==> src/rtl/piso_serializer_pkg.sv <==
// Shared types and helpers for the parallel-in/serial-out serializer.
// Holds the FSM state encoding and the counter-width helper.
package ser_pkg;

    typedef enum logic {
        IDLE  = 1'b0,
        SHIFT = 1'b1
    } ser_state_t;

    // Counter width for a modulus n, never narrower than one bit.
    function automatic int cnt_w(input int n);
        return (n <= 1) ? 1 : (($clog2(n) < 1) ? 1 : $clog2(n));
    endfunction

endpackage

==> src/rtl/bit_period_counter.sv <==
// Counts clocks within one serial bit period (0..DIV-1), advancing only when told to.
// Combinational ticks flag the first and last clock of the period.
module bit_period_counter
    import ser_pkg::*;
#(
    parameter int DIV = 1
) (
    input  logic clk_i,
    input  logic rst_i,
    input  logic clr_i,
    input  logic adv_i,
    output logic tick_first_o,
    output logic tick_last_o
);

    localparam int DW = cnt_w(DIV);
    localparam logic [DW-1:0] LAST = DW'(DIV - 1);

    logic [DW-1:0] div_cnt_q, div_cnt_d;

    always_comb begin
        div_cnt_d = div_cnt_q;
        if (clr_i) begin
            div_cnt_d = '0;
        end else if (adv_i) begin
            div_cnt_d = (div_cnt_q == LAST) ? '0 : div_cnt_q + DW'(1);
        end
    end

    always_ff @(posedge clk_i) begin
        if (rst_i) begin
            div_cnt_q <= '0;
        end else begin
            div_cnt_q <= div_cnt_d;
        end
    end

    assign tick_first_o = (div_cnt_q == '0);
    assign tick_last_o  = (div_cnt_q == LAST);

endmodule

==> src/rtl/piso_serializer.sv <==
// Takes a WIDTH-bit word on valid/ready and shifts it out LSB-first, DIV clocks per bit,
// with a one-cycle ser_en strobe per bit; stall freezes the bit timing without losing data.
module piso_serializer
    import ser_pkg::*;
#(
    parameter int WIDTH = 8,
    parameter int DIV   = 1
) (
    input  logic             clk_i,
    input  logic             rst_i,
    input  logic             in_valid_i,
    output logic             in_ready_o,
    input  logic [WIDTH-1:0] in_data_i,
    input  logic             stall_i,
    output logic             ser_d_o,
    output logic             ser_en_o,
    output logic             busy_o,
    output logic             word_done_o
);

    localparam int BW = $clog2(WIDTH);
    localparam logic [BW-1:0] BIT_LAST = BW'(WIDTH - 1);

    ser_state_t       state_q, state_d;
    logic [WIDTH-1:0] shreg_q, shreg_d;
    logic [BW-1:0]    bit_cnt_q, bit_cnt_d;

    logic tick_first, tick_last;
    logic in_shift, advance, last_bit, last, accept;

    assign in_shift = (state_q == SHIFT);
    assign advance  = in_shift && !stall_i;
    assign last_bit = (bit_cnt_q == BIT_LAST);
    assign last     = advance && last_bit && tick_last;
    assign accept   = in_valid_i && in_ready_o;

    bit_period_counter #(.DIV(DIV)) u_div (
        .clk_i        (clk_i),
        .rst_i        (rst_i),
        .clr_i        (accept),
        .adv_i        (advance),
        .tick_first_o (tick_first),
        .tick_last_o  (tick_last)
    );

    always_ff @(posedge clk_i) begin
        if (rst_i) begin
            state_q <= IDLE;
        end else begin
            state_q <= state_d;
        end
    end

    always_comb begin
        state_d = state_q;
        case (state_q)
            IDLE:    if (in_valid_i) state_d = SHIFT;
            SHIFT:   if (last && !in_valid_i) state_d = IDLE;
            default: state_d = IDLE;
        endcase
    end

    always_comb begin
        in_ready_o  = !in_shift || last;
        ser_en_o    = advance && tick_first;
        ser_d_o     = shreg_q[0];
        busy_o      = in_shift;
        word_done_o = ser_en_o && last_bit;
    end

    // A word loaded at the last bit replaces the shift, so the next strobe has no gap.
    always_comb begin
        shreg_d   = shreg_q;
        bit_cnt_d = bit_cnt_q;
        if (accept) begin
            shreg_d   = in_data_i;
            bit_cnt_d = '0;
        end else if (advance && tick_last) begin
            shreg_d   = shreg_q >> 1;
            bit_cnt_d = last_bit ? '0 : bit_cnt_q + BW'(1);
        end
    end

    always_ff @(posedge clk_i) begin
        if (rst_i) begin
            shreg_q   <= '0;
            bit_cnt_q <= '0;
        end else begin
            shreg_q   <= shreg_d;
            bit_cnt_q <= bit_cnt_d;
        end
    end

endmodule
==> config.mk <==
export PLATFORM = sky130hd
export DESIGN_NAME = piso_serializer
export DESIGN_NICKNAME = d
export VERILOG_FILES = /design/src/rtl/piso_serializer_pkg.sv /design/src/rtl/bit_period_counter.sv /design/src/rtl/piso_serializer.sv
export SDC_FILE = /design/constraint.sdc
export NUM_CORES = 1
export LEC_CHECK = 0
export BUFFER_PORTS_ARGS = -buffer_cell sky130_fd_sc_hd__buf_2
export CORE_MARGIN = 1.5
export CORE_UTILIZATION = 30
export DETAILED_ROUTE_END_ITERATION = 12
export SYNTH_ARGS = -nofsm -noshare
export SYNTH_HDL_FRONTEND = slang
export SYNTH_SLANG_ARGS = --single-unit
==> constraint.sdc <==
create_clock -name clk_i -period 1.5 [get_ports clk_i]
set_input_delay 0.3 -clock clk_i [delete_from_list [all_inputs] [get_ports clk_i]]
set_output_delay 0.3 -clock clk_i [all_outputs]
set_load 0.005 [all_outputs]
* Word level (Yosys, flattened, before mapping)
Index checks and enable logic that the tools add are counted.
** Word-level totals
- Flip-flop bits (word level) :: 13
- Input bits :: 12
- Logic and storage cells :: 29
** Operators by class
- Add/sub/neg operators :: 2
- Equality and inequality tests :: 1
- Mux-type cells :: 7
- Bitwise logic cells :: 2
- Reduce and logical (&&, ||, !) cells :: 13
** Operators with widths (count)
- two-way mux 8 bit :: 2
- logical AND 1 bit :: 7
- adder 3 x 1 -> 3 bit, second input constant :: 1
- == test 3 bit, second input constant :: 1
- logical NOT 1 bit :: 3
- two-way mux 1 bit :: 3
- two-way mux 3 bit :: 1
- NOT 1 bit :: 2
- one-hot mux 1 bit (2 select lines) :: 1
- nonzero test 2 bit :: 1
- OR reduction 2 bit :: 1
- adder 1 bit, second input constant :: 1
- logical OR 1 bit :: 1

* Depth between registers and ports, before layout
- Depth after elaboration :: 7
- Gate-level depth with buffers :: 5
- Mapped depth without buffers :: 5

* By module
Synthesis repeated with hierarchy kept, for this count alone.
** Unflattened totals
- Cells, all modules :: 62
- Area total of the unflattened synthesis :: 650.6 um^2
** By module, submodules not included
- piso_serializer :: instances 1, cells each 59, area an instance 631.9 um^2, seq. area each 240.2 um^2
- bit_period_counter :: instances 1, cells each 3, area an instance 18.8 um^2, seq. area each 0.0 um^2

* Worst setup path after synthesis
No wires, ideal clock.
- Path kind :: reg-to-reg
- Start point :: register bit_cnt_q[0]
- End point :: register shreg_q[0]
- Library setup time :: 0.095 ns
- Arrival :: 1.217 ns
- Data required time :: 1.405 ns
- Setup slack :: 0.187 ns
- Stages on the path, launching flop included :: 6
- Buffers on the path :: 0
- Clock period less this slack :: 1.313 ns
- Cell sequence :: dfxtp_1 ha_1 ha_1 nand2b_1 nand2_1 a221oi_1
** Between the ends
- Longest elaborated chain between the ends :: 6
- Elaborated cells between the ends (all ways) :: 7
- Those cells by class :: eq/ne (1); mux (1); reduce/logical (5)
** RTL lines
- start: declaration :: line piso_serializer.sv:26 : logic [BW-1:0] bit_cnt_q, bit_cnt_d;
- start signal: assignment :: line piso_serializer.sv:90 : bit_cnt_q <= bit_cnt_d;
- == test 3 bit * :: line piso_serializer.sv:33 : assign last_bit = (bit_cnt_q == BIT_LAST);
- logical AND 1 bit * (2 in series) :: line piso_serializer.sv:34 : assign last = advance && last_bit && tick_last;
- logical OR 1 bit * :: line piso_serializer.sv:64 : in_ready_o = !in_shift || last;
- net in_ready_o :: line piso_serializer.sv:12 : output logic in_ready_o,
- logical AND 1 bit * :: line piso_serializer.sv:35 : assign accept = in_valid_i && in_ready_o;
- two-way mux 8 bit / nonzero test 2 bit (equally long branches)
- end signal: assignment :: line piso_serializer.sv:89 : shreg_q <= shreg_d;
- end: declaration :: line piso_serializer.sv:25 : logic [WIDTH-1:0] shreg_q, shreg_d;
Mark *: on every way through the listed nets, which the timed path passes. The rest lies on a longest branch.
A chain may end at the register's enable or synchronous reset.

* Final worst setup path
- Start point :: register bit_cnt_q[0]
- End point :: output word_done_o
** Between the ends
- Longest elaborated chain between the ends :: 2
** RTL lines
- == test 3 bit :: line piso_serializer.sv:33
- logical AND 1 bit :: line piso_serializer.sv:68 : word_done_o = ser_en_o && last_bit;
- end: declaration :: line piso_serializer.sv:18 : output logic word_done_o
Every way passes these cells.

==> impl_metrics.csv <==
group,metric,value,unit
global_routing,antenna_found_initial,0,
sta,setup_violations,1,
floorplanning,floorplan.rows,16,
logic_synthesis,synth_area,615.6,um^2
sta,timing.fmax,632.9,MHz
detailed_routing,drt-initial-drc-count,4,
final_layout,fin_nets,96,
worst_hold_path,hold_path_class,"primary input to flop",
logic_synthesis,avgSynthCellArea,10.61,um^2
setup_path,cp_max_fo,2,
detailed_routing,wl_per_cell,11.56,um
global_routing,grt_pass1_vias,518,
logic_synthesis,yosysWarnings,0,
clock_tree,cts_max_level,1,
sta,slew_violations,0,
sta,finalClockSkew,0.002541,ns
floorplanning,dieArea,0.002333,mm^2
sta,relSlewSlack,0.7464,
global_routing,grt_max_degree,14,
logic_synthesis,synth_cell_types,20,
global_routing,grt_pass1_wl,2145,um
sta,finalHoldViolCount,0,
final_layout,syn_to_final_growth,36.59,%
sta,finalCritPeriodShare,1.053,
sta,finalSetupTns,-0.08009,ns
global_routing,globalRouteMet2Util,0.2060,
power_and_ir_drop,powerDensity,866.9,mW/mm^2
detailed_routing,first_pass_iters,4,
placed_design,gp_congestion,0.6615,
detailed_routing,vias,517,
final_layout,antenna_cells,0,
power_and_ir_drop,peakVddDrop,438.6,uV
sta,setup_ws,-0.08009,ns
global_routing,grt_use_met3,0.03086,
logic_synthesis,ys_seq_area_frac,0.3902,
floorplanning,pin_count,17,
outcome,violations,"negative setup slack",
setup_path,crit_type,"flop to output pin",
sta,worstMarginPinSlew,0.3770,ns
clock_tree,clock_latency,0.27,ns
floorplanning,start_util,0.3170,
floorplanning,coreArea,0.001942,mm^2
setup_path,rr_worst_depth,5,
placed_design,dp_hpwl,835,um
floorplanning,die_w,48.30,um
flow_run,max_cap_violations,0,
sta,min_period,1.580,ns
clock_tree,cts_hold_buf,0,
worst_hold_path,hold_depth,3,
floorplanning,die_h,48.30,um
final_layout,drive_gt1_frac,0.4568,
detailed_routing,drt-total-wl,1249,um
detailed_routing,viasPerCell,4.787,
clock_tree,cts_tree,"built",
logic_synthesis,syn_inst,58,
power_and_ir_drop,p_leak,0.0003413,uW
placed_design,port_buffers,16,
clock_tree,cts_max_path_buffers,2,
clock_tree,numClockSinks,12,
setup_path,required,1.20,ns
sta,rsz0062_at_grt,"yes",
logic_synthesis,synth_nets,72,
setup_path,arrival,1.28,ns
global_routing,overflow,0,
detailed_routing,route.detailed.drc,0,
logic_synthesis,ys_seq_elements,12,
placed_design,placed_cells,99,
global_routing,grtUsageMet1,0.1250,
setup_path,cp-end-kind,"output pin",
global_routing,top_usage_layer,"met2",
outcome,status,"finished, violations left",
clock_tree,clock-root-buffer,"clkbuf_4",
clock_tree,path_clk_slew,0.08,ns
clock_tree,cts_buffers,3,
final_layout,stdcell_count,108,
detailed_routing,antenna_left,0,
setup_path,critPathLaunchType,"flop",
global_routing,grt_use_total,0.1171,
flip-flops by register name, summed over array words and instances (netlist names):
register / cells
bit_cnt_q: 3
busy_o: 1
shreg_q: 8
per-stage QoR:
stage | instance area [um^2] | utilization | total power [uW] | hold slack (ns) | setup WS, ns
floorplan | 615.6 | - | 432.3 | 0.3787 | 0.1875
global placement | 705.7 | 0.3634 | 460.7 | 0.5226 | 0.02425
detailed placement | 705.7 | 0.3634 | 462.3 | 0.5190 | -0.01206
CTS | 805.8 | 0.4149 | 730.3 | 0.2853 | -0.07504
global route | 840.8 | 0.4330 | 767.7 | 0.2730 | -0.1154
finish | 840.8 | 0.4330 | 728.9 | 0.2825 | -0.08009
worst max-delay path, stage by stage, from the launching register on:
cell     delay, ns
dfxtp_2       0.34
ha_4          0.16
ha_4          0.17
buf_6         0.11
and2_4        0.12
buf_6         0.10
cells by family after synthesis:
logic type / share of synthesized area
adders and majority gates: 0.04064
muxes: 0.1626
and+or+nand+nor: 0.1992
buffers and inverters: 0.06301
DFF: 0.3902
AOI/OAI and AO/OA: 0.1443
path summary, 6_finish.rpt:
path                              startpoint            to  slack [ns]
worst max-delay path            bit_cnt_q[0]   word_done_o       -0.08
worst min-delay path            in_data_i[7]    shreg_q[7]        0.28
worst max register to register  bit_cnt_q[0]    shreg_q[1]        0.13
worst min register to register  bit_cnt_q[1]  bit_cnt_q[1]        0.55
what timing repair did:
item                                    CTS  global route
buffers inserted                          4             1
endpoints found under the setup margin    3             5
pin swaps                                 2             1
gates resized for setup                   8             5
metal layers:
metal,vias to the layer above,part of all wire
li1,261,-
met1,246,0.48
met2,8,0.48
met3,2,0.033
met4,0,0.0064
met5,-,0
power breakdown:
group / switching, uW / internal, uW / total, uW
combinational: 53.3 / 64.7 / 118
clock: 113 / 147 / 261
sequential: 10.8 / 339 / 350
cells in the mapped netlist, drive strengths merged:
master  number  area [um^2]
a21bo        1        10.01
a21boi       1        7.510
a21oi        1        5.000
a221oi       7        61.31
and2         1        6.260
and2b        1        10.01
buf          2        31.28
clkbuf       2        7.510
dfxtp       12        240.2
ha           2        25.02
mux2i       10        100.1
nand2        1        3.750
nand2b       2        12.51
nor2         2        7.510
nor2b        8        57.55
nor3         3        15.01
o21ai        1        5.000
or4b         1        10.01
layout make-up:
class	instances	area, um^2
Clock buffer	4	36.28
Sequential cell	12	242.7
Fill cell	202	1101
Multi-Input combinational cell	42	379.1
Tap cell	27	33.78
Timing Repair Buffer	23	148.9
layout by cell type (no fill, tap or decap):
master and instances:
a21bo_2 1, a21boi_0 1, a21oi_1 1, a221oi_1 7, and2_4 1, and2b_4 1
buf_2 14, buf_4 6, buf_6 3, clkbuf_4 3, clkbuf_8 1, dfxtp_1 10
dfxtp_2 2, ha_4 2, mux2i_1 10, nand2_4 1, nand2b_1 1, nand2b_4 1
nor2_1 2, nor2b_1 7, nor2b_4 1, nor3_1 3, o21ai_1 1, or4b_1 1
Power figures use the tool's default switching activity.
